[config.mk]
export PLATFORM = sky130hd
export DESIGN_NAME = cam_capture_ctrl_flat
export DESIGN_NICKNAME = d
export VERILOG_FILES = /design/src/rtl/cam_pkg.sv /design/src/rtl/cam_capture_ctrl_if.sv /design/src/rtl/sync_edge_det.sv /design/src/rtl/cam_capture_ctrl.sv /design/src/flat_wrapper.sv
export SDC_FILE = /design/constraint.sdc
export NUM_CORES = 1
export LEC_CHECK = 0
export ABC_AREA = 0
export ABC_CLOCK_PERIOD_IN_PS = 2250
export CORE_MARGIN = 10
export CORE_UTILIZATION = 45
export DETAILED_ROUTE_END_ITERATION = 8
export GPL_TIMING_DRIVEN = 1
export HOLD_SLACK_MARGIN = 0.03
export PLACE_DENSITY = 0.87
export SLEW_MARGIN = 25
export SYNTH_ARGS = -nofsm -noshare
export SYNTH_HDL_FRONTEND = slang
export SYNTH_SLANG_ARGS = --single-unit
export TNS_END_PERCENT = 100
[constraint.sdc]
create_clock -name clk -period 2.25 [get_ports clk]
set_input_delay 0.45 -clock clk [delete_from_list [all_inputs] [get_ports clk]]
set_output_delay 0.45 -clock clk [all_outputs]
set_load 0.05 [all_outputs]
[src/rtl/cam_pkg.sv]
// Shared constants and capture-state encoding for the camera capture path.
// Also carries the RAM address/data widths reused by test_cam.
package cam_pkg;

  localparam int CAM_SCREEN_X = 160;
  localparam int CAM_SCREEN_Y = 120;
  localparam int AW           = 15;
  localparam int DW           = 12;

  typedef enum logic [1:0] {
    IDLE = 2'd0,
    ARM  = 2'd1,
    CAPT = 2'd2
  } cap_state_e;

endpackage

[src/rtl/cam_capture_ctrl_if.sv]
// Control/status bundle between software/buttons, cam_read2_0 and the capture sequencer.
// Also exposes the sequencer state for debug visibility.
interface cam_capture_ctrl_if #(
  parameter int FCW = 8
);
  import cam_pkg::*;

  // start/stop are single-cycle requests with no ready: start is taken only in IDLE,
  // stop only in ARM/CAPT. px_valid is a single-cycle strobe that is never back-pressured.
  logic           start;
  logic           stop;
  logic           cont;
  logic           CAM_vsync;
  logic           CAM_href;
  logic           px_valid;
  logic           wr_en;
  logic           busy;
  logic           done;
  logic [FCW-1:0] frame_cnt;
  logic           size_err;
  cap_state_e     dbg_state;

  modport master (
    output start, stop, cont, CAM_vsync, CAM_href, px_valid,
    input  wr_en, busy, done, frame_cnt, size_err, dbg_state
  );

  modport slave (
    input  start, stop, cont, CAM_vsync, CAM_href, px_valid,
    output wr_en, busy, done, frame_cnt, size_err, dbg_state
  );

endinterface

[src/rtl/sync_edge_det.sv]
// One-register edge detector; the register resets to 0 so a level already high
// at reset release reads as a rising edge, never as a falling one.
module sync_edge_det (
  input  logic clk,
  input  logic rst,
  input  logic i_d,
  output logic o_rise,
  output logic o_fall
);

  logic r_q;

  always_ff @(posedge clk) begin
    if (rst) r_q <= 1'b0;
    else     r_q <= i_d;
  end

  assign o_rise = i_d & ~r_q;
  assign o_fall = ~i_d & r_q;

endmodule

[src/rtl/cam_capture_ctrl.sv]
// Frame-capture sequencer gating DP-RAM writes to whole frames on request.
// Define CAM_SIZE_CHECK_EN to enable the per-line/per-frame geometry check.
module cam_capture_ctrl #(
  parameter int CAM_SCREEN_X = cam_pkg::CAM_SCREEN_X,
  parameter int CAM_SCREEN_Y = cam_pkg::CAM_SCREEN_Y,
  parameter int FCW          = 8
) (
  input  logic               clk,
  input  logic               rst,
  cam_capture_ctrl_if.slave  bus
);
  import cam_pkg::*;

  cap_state_e     r_state;
  cap_state_e     w_next;
  logic           r_busy;
  logic           r_cont;
  logic           r_stop_pend;
  logic [FCW-1:0] r_frame_cnt;
  logic           w_done;
  logic           w_vs_rise;
  logic           w_vs_fall;
  logic           w_hr_fall;
  logic           w_unused_hr_rise;
  logic           w_start_ok;
  logic           w_frame_end;

  sync_edge_det u_vs_det (
    .clk    (clk),
    .rst    (rst),
    .i_d    (bus.CAM_vsync),
    .o_rise (w_vs_rise),
    .o_fall (w_vs_fall)
  );

  sync_edge_det u_hr_det (
    .clk    (clk),
    .rst    (rst),
    .i_d    (bus.CAM_href),
    .o_rise (w_unused_hr_rise),
    .o_fall (w_hr_fall)
  );

  assign w_start_ok  = (r_state == IDLE) && bus.start && !bus.stop;
  assign w_frame_end = (r_state == CAPT) && w_vs_rise;

  always_comb begin
    w_next = r_state;
    w_done = 1'b0;
    case (r_state)
      IDLE: if (bus.start && !bus.stop) w_next = ARM;
      ARM: begin
        if (bus.stop)       w_next = IDLE;
        else if (w_vs_fall) w_next = CAPT;
      end
      CAPT: begin
        // A stop never truncates a frame; it only prevents re-arming at frame end.
        if (w_vs_rise) begin
          if (r_cont && !r_stop_pend && !bus.stop) begin
            w_next = ARM;
          end else begin
            w_next = IDLE;
            w_done = 1'b1;
          end
        end
      end
      default: w_next = IDLE;
    endcase
  end

  always_ff @(posedge clk) begin
    if (rst) begin
      r_state     <= IDLE;
      r_busy      <= 1'b0;
      r_cont      <= 1'b0;
      r_stop_pend <= 1'b0;
      r_frame_cnt <= '0;
    end else begin
      r_state <= w_next;
      r_busy  <= (w_next != IDLE);
      if (w_start_ok) begin
        r_cont      <= bus.cont;
        r_stop_pend <= 1'b0;
      end else if ((r_state == CAPT) && bus.stop) begin
        r_stop_pend <= 1'b1;
      end
      if (w_frame_end) r_frame_cnt <= r_frame_cnt + 1'b1;
    end
  end

`ifdef CAM_SIZE_CHECK_EN
  localparam logic [8:0] PIX_EXP  = 9'(CAM_SCREEN_X);
  localparam logic [7:0] LINE_EXP = 8'(CAM_SCREEN_Y);

  logic [8:0] r_pix_cnt;
  logic [7:0] r_line_cnt;
  logic       r_size_err;

  always_ff @(posedge clk) begin
    if (rst) begin
      r_pix_cnt  <= '0;
      r_line_cnt <= '0;
      r_size_err <= 1'b0;
    end else begin
      if (w_start_ok) r_size_err <= 1'b0;
      if ((r_state == ARM) && w_vs_fall) begin
        r_pix_cnt  <= '0;
        r_line_cnt <= '0;
      end else if (r_state == CAPT) begin
        if (w_hr_fall) begin
          r_pix_cnt <= '0;
          if (r_line_cnt != '1)      r_line_cnt <= r_line_cnt + 1'b1;
          if (r_pix_cnt != PIX_EXP)  r_size_err <= 1'b1;
        end else if (bus.px_valid && (r_pix_cnt != '1)) begin
          r_pix_cnt <= r_pix_cnt + 1'b1;
        end
        if (w_vs_rise && (r_line_cnt != LINE_EXP)) r_size_err <= 1'b1;
      end
    end
  end

  assign bus.size_err = r_size_err;
`else
  logic w_unused_geom;
  assign w_unused_geom = w_hr_fall ^ (CAM_SCREEN_X == 0) ^ (CAM_SCREEN_Y == 0);
  assign bus.size_err  = 1'b0;
`endif

  assign bus.wr_en     = bus.px_valid && (r_state == CAPT);
  assign bus.busy      = r_busy;
  assign bus.done      = w_done;
  assign bus.frame_cnt = r_frame_cnt;
  assign bus.dbg_state = r_state;

endmodule

[src/flat_wrapper.sv]
// flat-port wrapper written by rule: the top's interface ports become plain ports
module cam_capture_ctrl_flat import cam_pkg::*;
#(
  parameter int CAM_SCREEN_X = cam_pkg::CAM_SCREEN_X,
  parameter int CAM_SCREEN_Y = cam_pkg::CAM_SCREEN_Y,
  parameter int FCW          = 8
)
  (clk, rst, bus_start, bus_stop, bus_cont, bus_CAM_vsync, bus_CAM_href, bus_px_valid, bus_wr_en, bus_busy, bus_done, bus_frame_cnt, bus_size_err, bus_dbg_state);
  cam_capture_ctrl_if #(.FCW(FCW)) bus_i ();
  input  logic clk;
  input  logic rst;
  input wire logic [$bits(bus_i.start)-1:0] bus_start;
  input wire logic [$bits(bus_i.stop)-1:0] bus_stop;
  input wire logic [$bits(bus_i.cont)-1:0] bus_cont;
  input wire logic [$bits(bus_i.CAM_vsync)-1:0] bus_CAM_vsync;
  input wire logic [$bits(bus_i.CAM_href)-1:0] bus_CAM_href;
  input wire logic [$bits(bus_i.px_valid)-1:0] bus_px_valid;
  output wire logic [$bits(bus_i.wr_en)-1:0] bus_wr_en;
  output wire logic [$bits(bus_i.busy)-1:0] bus_busy;
  output wire logic [$bits(bus_i.done)-1:0] bus_done;
  output wire logic [$bits(bus_i.frame_cnt)-1:0] bus_frame_cnt;
  output wire logic [$bits(bus_i.size_err)-1:0] bus_size_err;
  output wire logic [$bits(bus_i.dbg_state)-1:0] bus_dbg_state;
  assign bus_i.start = bus_start;
  assign bus_i.stop = bus_stop;
  assign bus_i.cont = bus_cont;
  assign bus_i.CAM_vsync = bus_CAM_vsync;
  assign bus_i.CAM_href = bus_CAM_href;
  assign bus_i.px_valid = bus_px_valid;
  assign bus_wr_en = bus_i.wr_en;
  assign bus_busy = bus_i.busy;
  assign bus_done = bus_i.done;
  assign bus_frame_cnt = bus_i.frame_cnt;
  assign bus_size_err = bus_i.size_err;
  assign bus_dbg_state = bus_i.dbg_state;
  cam_capture_ctrl #(.CAM_SCREEN_X(CAM_SCREEN_X), .CAM_SCREEN_Y(CAM_SCREEN_Y), .FCW(FCW)) u_core (.clk(clk), .rst(rst), .bus(bus_i));
endmodule
==> results.py, run 1 <==
metrics = {
    "yosys": {
        "syn-cell-area_um2": 732,
        "netlist.area_leader.share_pct": 38.3,
        "ys.flop_type": "dfxtp_1",
        "synth_nets": 88,
        "async_reset_ff_share_pct": 0,
        "synth-edff-count": 0,
        "synth_seq_cells": 14,
        "synth_cell_type_count": 35,
        "synth_top_cell_by_area": "dfxtp_1",
        "netlist_instances": 79,
        "syn-mean-instance-area_um2": 9.27,
        "synthTopCellsByArea": "dfxtp_1 (38%), a21oi_1 (4.8%), nor2_1 (4.6%)",
        "synth_seq_area_share_pct": 38.3,
        "synth_commonest_cells": "dfxtp_1 (14), nor2_1 (9), a21oi_1 (7)",
        "yosys_warnings": 0,
        "synth.most_common_cell": "dfxtp_1",
    },
    "clocking": {
        "cts_hold_buf": 0,
        "clkTransAtPathRegs_ps": 80,
        "clk_latency_ps": 280,
        "postCtsSetupRepairBufs": 0,
        "ctsLongestPathBuffers": 2,
        "cts.sinks": 14,
        "htreeDepth": 1,
        "cts_tree": "done",
        "post_cts_resized": 0,
        "root_buffer": "clkbuf_4",
        "cts_buffers": 3,
    },
    "sta": {
        "fin_setup_tns_ps": 0,
        "hold_violations": 0,
        "finClkSkew_ps": 2.41,
        "setup_viol": 0,
        "final.period_utilization_pct": 94.5,
        "rsz0062_at_grt": "no",
        "max_slew_margin_pct": 62.7,
        "fmaxAchievable_mhz": 470,
        "worst_slew_pin_slew_ps": 557,
        "fin_crit_ps": 2130,
        "drv_slew": 0,
    },
    "setup_path": {
        "crit_buf_inv": 1,
        "cp-start-kind": "register",
        "crit_path_max_incr_delay_ps": 880,
        "cp_top_family": "buffers and inverters",
        "arrival_ps": 1680,
        "criticalPathCategory": "register to output port",
        "path_cells": "clkdlybuf4s50_1",
        "required_ps": 1800,
        "endpoint_kind": "output port",
        "cp_max_fo": 9,
        "r2r_setup_slack_ps": 720,
        "cpMaxStageDelayCell": "clkdlybuf4s50_1",
    },
    "pwr": {
        "p_leak_nw": 0.343,
        "ir_worst_vdd_mv": 0.235,
        "powerDensity_nw_per_um2": 470,
        "power_uw": 446,
    },
    "global_routing": {
        "grtUsageTotal_pct": 9.17,
        "grt_pass1_vias": 589,
        "antenna_found_initial": 0,
        "grt_pass1_wl_um": 2590,
        "grt_max_degree": 17,
        "grt.overflow.total": 0,
    },
    "floorplan": {
        "core_area_um2": 1520,
        "die_x_um": 60.3,
        "rows": 14,
        "die_area_um2": 3640,
        "chipHeight_um": 60.3,
        "num_io_pins": 22,
        "initial_utilization_pct": 48.0,
    },
    "run": {
        "maxCapViolations": 0,
    },
    "route": {
        "wl_per_cell_um": 13.0,
        "ant_nets": 0,
        "drt_iter0_drc": 9,
        "dr_total_vias": 628,
        "drtPass1Iterations": 4,
        "wirelength_um": 1480,
        "vias_per_cell": 5.51,
        "drc": 0,
    },
    "finish": {
        "finish.utilization_pct": 62.2,
        "syn2layout_area_growth_pct": 29.6,
        "nets": 109,
        "layout-drive-gt1-share_pct": 14.3,
        "diodes": 0,
    },
    "status": {
        "status": "finished clean",
    },
    "worst_hold_path": {
        "holdCritPathClass": "register to register",
    },
    "placed_design": {
        "place_congestion": 0.752,
        "dp_hpwl_um": 1140,
        "portBuffers": 19,
    },
}
==> layout by cell type (no fill, tap or decap), drive strengths merged, types with 2 or more instances in the layout <==
cell           Yosys  layout
clkdlybuf4s50      0      17
inv                4       4
nand3b             2       2
mux2               2       2
or4                2       2
or3                2       2
a21oi              7       7
o21ai              3       3
nand2              5       5
nor3               2       2
dfxtp             14      14
buf                3       3
o31ai              2       2
nand3              2       2
nor2               9       9
clkbuf             1       3
nor2b              2       2
==> logic make-up (layout without fill, tap and decap cells) <==
| logic type | after synthesis | after routing | synth area share [%] |
|---|---|---|---|
| adder cells (fa/ha/maj) | 1 | 1 | 1.71 |
| flip-flops | 14 | 14 | 38.3 |
| XOR/XNOR | 1 | 1 | 1.20 |
| buffers and inverters | 8 | 27 | 8.03 |
| AO/OA/AOI/OAI | 15 | 15 | 12.3 |
| multiplexers | 3 | 3 | 4.44 |
| AND/OR/NAND/NOR | 36 | 36 | 33.5 |
| other | 1 | 1 | 0.512 |
==> through the flow <==
step,setup slack [ps],instance area (µm²),cells,hold slack [ps]
global placement,130,926,111,475
detailed placement,136,926,111,494
finish,124,948,114,504
global route,23.1,948,114,520
CTS,116,948,114,504
floorplan,48.2,732,79,452
==> tightest hold or removal path: cells and delay by family, from the launching register on <==
kind            cells  cell delay [ps]
compound gates      2              130
flops               1              340
==> metal layers <==
layer,vias up,track usage [%],routed length (µm)
li1,315,-,-
met1,288,10.3,629
met2,21,12.9,646
met3,4,6.68,178
met4,0,3.85,31
met5,-,0,0
==> layout make-up <==
class,count,area (µm²)
Fill cell,148,576
Inverter,4,15.0
Timing Repair Buffer,20,218
Tap cell,16,20.0
Multi-Input combinational cell,57,393
Sequential cell,14,280
Clock buffer,3,22.5
==> power breakdown <==
group / switching, mW / leakage (nW) / internal, mW
combinational: 0.0257 / 0.215 / 0.0247
clock: 0.0778 / 0.0138 / 0.0621
sequential: 0.00455 / 0.113 / 0.251
total: 0.108 / 0.343 / 0.338
==> final timing paths <==
kind                                start                 endpoint  cells past startpoint
setup / recovery  u_core.bus.dbg_state[1]         bus_dbg_state[1]                      1
hold / removal    u_core.bus.frame_cnt[5]  u_core.bus.frame_cnt[5]                      2
setup reg to reg  u_core.bus.dbg_state[1]  u_core.bus.frame_cnt[5]                      3
hold reg to reg   u_core.bus.frame_cnt[5]  u_core.bus.frame_cnt[5]                      2
==> flip-flops by register name, summed over array words and instances, names as in the netlist <==
register / flops
u_core.bus.frame_cnt: 8
u_core.bus.dbg_state: 2
u_core.bus.busy: 1
u_core.r_cont: 1
u_core.r_stop_pend: 1
u_core.u_vs_det.r_q: 1
(Power assumes the default switching activity.)
==> run 2, diff against run 1 <==
Settings changed: CELL_PAD_IN_SITES_DETAIL_PLACEMENT set to 0, CELL_PAD_IN_SITES_GLOBAL_PLACEMENT set to 1, CORE_MARGIN 10 to unset, CORE_UTILIZATION 45 to 36, PLACE_DENSITY 0.87 to 0.92.
==> run 2 against run 1 <==
- first-iteration DRC count shrank 67%
- sequential cell count is the same
- wire length is 4.0% lower
- clock skew fell by 0.74 ps
- sequential share of layout area fell by 0.76 points
- die area down 39%
- worst hold slack got worse by 11 ps
- largest cell class unchanged
- largest power group unchanged
- highest routed layer unchanged
==> results.py, run 2 (same netlist as run 1, synthesis figures left out) <==
metrics = {
    "setup_path": {
        "cp_max_fo": 9,
        "cp-start-kind": "register",
        "path_cells": "clkdlybuf4s50_1",
        "arrival_ps": 1700,
        "crit_path_max_incr_delay_ps": 880,
        "cp_top_family": "buffers and inverters",
        "crit_buf_inv": 1,
        "criticalPathCategory": "register to output port",
        "endpoint_kind": "output port",
        "cpMaxStageDelayCell": "clkdlybuf4s50_1",
        "required_ps": 1800,
    },
    "finish": {
        "largest_reg_flops": 8,
        "diodes": 0,
        "layout-drive-gt1-share_pct": 15.2,
        "final_cell_mix": "clkdlybuf4s50_1 (17), dfxtp_1 (14), nor2_1 (9)",
        "syn2layout_area_growth_pct": 33.0,
        "nets": 109,
        "final_common_cell": "clkdlybuf4s50_1",
        "fin_cells": 124,
    },
    "clocking": {
        "cts_hold_buf": 0,
        "post_cts_resized": 0,
        "ctsLongestPathBuffers": 2,
        "postCtsSetupRepairBufs": 0,
        "cts_buffers": 3,
        "clk_latency_ps": 280,
        "root_buffer": "clkbuf_4",
        "clkTransAtPathRegs_ps": 90,
        "cts.sinks": 14,
        "cts_tree": "done",
        "htreeDepth": 1,
    },
    "run": {
        "maxCapViolations": 0,
    },
    "sta": {
        "fin_crit_ps": 2150,
        "hold_violations": 0,
        "rsz0062_at_grt": "no",
        "finClkSkew_ps": 1.67,
        "max_slew_margin_pct": 61.8,
        "drv_slew": 0,
        "setup_viol": 0,
        "fin_setup_tns_ps": 0,
        "worst_slew_pin_slew_ps": 572,
        "final.period_utilization_pct": 95.7,
        "fmaxAchievable_mhz": 464,
    },
    "global_routing": {
        "grt.overflow.total": 0,
        "grt_pass1_wl_um": 2260,
        "grt_pass1_vias": 525,
        "grtUsageTotal_pct": 15.0,
        "antenna_found_initial": 0,
        "grt_max_degree": 17,
    },
    "route": {
        "wl_per_cell_um": 11.5,
        "wirelength_um": 1430,
        "ant_nets": 0,
        "drt_iter0_drc": 3,
        "dr_total_vias": 649,
        "vias_per_cell": 5.23,
        "drc": 0,
        "drtPass1Iterations": 4,
    },
    "floorplan": {
        "rows": 15,
        "initial_utilization_pct": 40.2,
        "die_area_um2": 2220,
        "die_x_um": 47.1,
        "chipHeight_um": 47.1,
        "core_area_um2": 1820,
        "num_io_pins": 22,
    },
    "placed_design": {
        "portBuffers": 19,
        "place_congestion": 0.716,
        "dp_cells": 120,
        "dp_hpwl_um": 1010,
    },
    "pwr": {
        "powerDensity_nw_per_um2": 504,
        "ir_worst_vdd_mv": 0.582,
        "p_leak_nw": 0.350,
    },
    "worst_hold_path": {
        "holdCritPathClass": "register to register",
    },
    "status": {
        "status": "finished clean",
    },
}
run 2: cell types whose count changed in the layout (fill, tap and decap cells not counted), sizes merged:
cell	delta
clkbuf	+1
run 2: through the flow:
stage / utilization [%] / power, mW / setup WS (ps) / instance area (µm²) / hold WS (ps)
3_3_place_gp: 51.5 / 0.311 / 124 / 937 / 469
6_report: 53.5 / 0.491 / 96.6 / 973 / 494
5_1_grt: 53.5 / 0.518 / 29.7 / 973 / 521
4_1_cts: 53.5 / 0.503 / 84.3 / 973 / 501
2_1_floorplan: - / 0.293 / 48.2 / 732 / 452
3_5_place_dp: 51.5 / 0.312 / 101 / 937 / 476
run 2: metal layers:
| layer | GRT usage (%) | wire length, µm | share of wire [%] | vias up |
|---|---|---|---|---|
| li1 | - | - | - | 315 |
| met1 | 17.1 | 629 | 44 | 312 |
| met2 | 24.4 | 688 | 48 | 20 |
| met3 | 6.15 | 92 | 6.5 | 2 |
| met4 | 6.86 | 14 | 0.98 | 0 |
| met5 | 0 | 0 | 0 | - |
run 2: final timing paths:
kind	start	end	slack [ps]	cells after the start
max reg2reg	u_core.bus.dbg_state[1]	u_core.bus.frame_cnt[5]	690	3
max	u_core.bus.dbg_state[1]	bus_dbg_state[1]	100	1
min reg2reg	u_core.r_cont	u_core.r_cont	490	2
min	u_core.r_cont	u_core.r_cont	490	2
run 2: layout make-up:
| cell class | count | area (µm²) |
|---|---|---|
| inverter | 4 | 15.0 |
| timing repair buffer | 20 | 218 |
| multi-input combinational | 57 | 393 |
| clock buffer | 4 | 36.3 |
| tap | 25 | 31.3 |
| sequential | 14 | 280 |
| fill | 181 | 847 |
run 2: report_power, final:
group | internal, mW | total (mW) | switching [mW]
sequential | 0.251 | 0.256 | 0.00430
combinational | 0.0247 | 0.0505 | 0.0257
clock | 0.0985 | 0.185 | 0.0863
total | 0.375 | 0.491 | 0.116
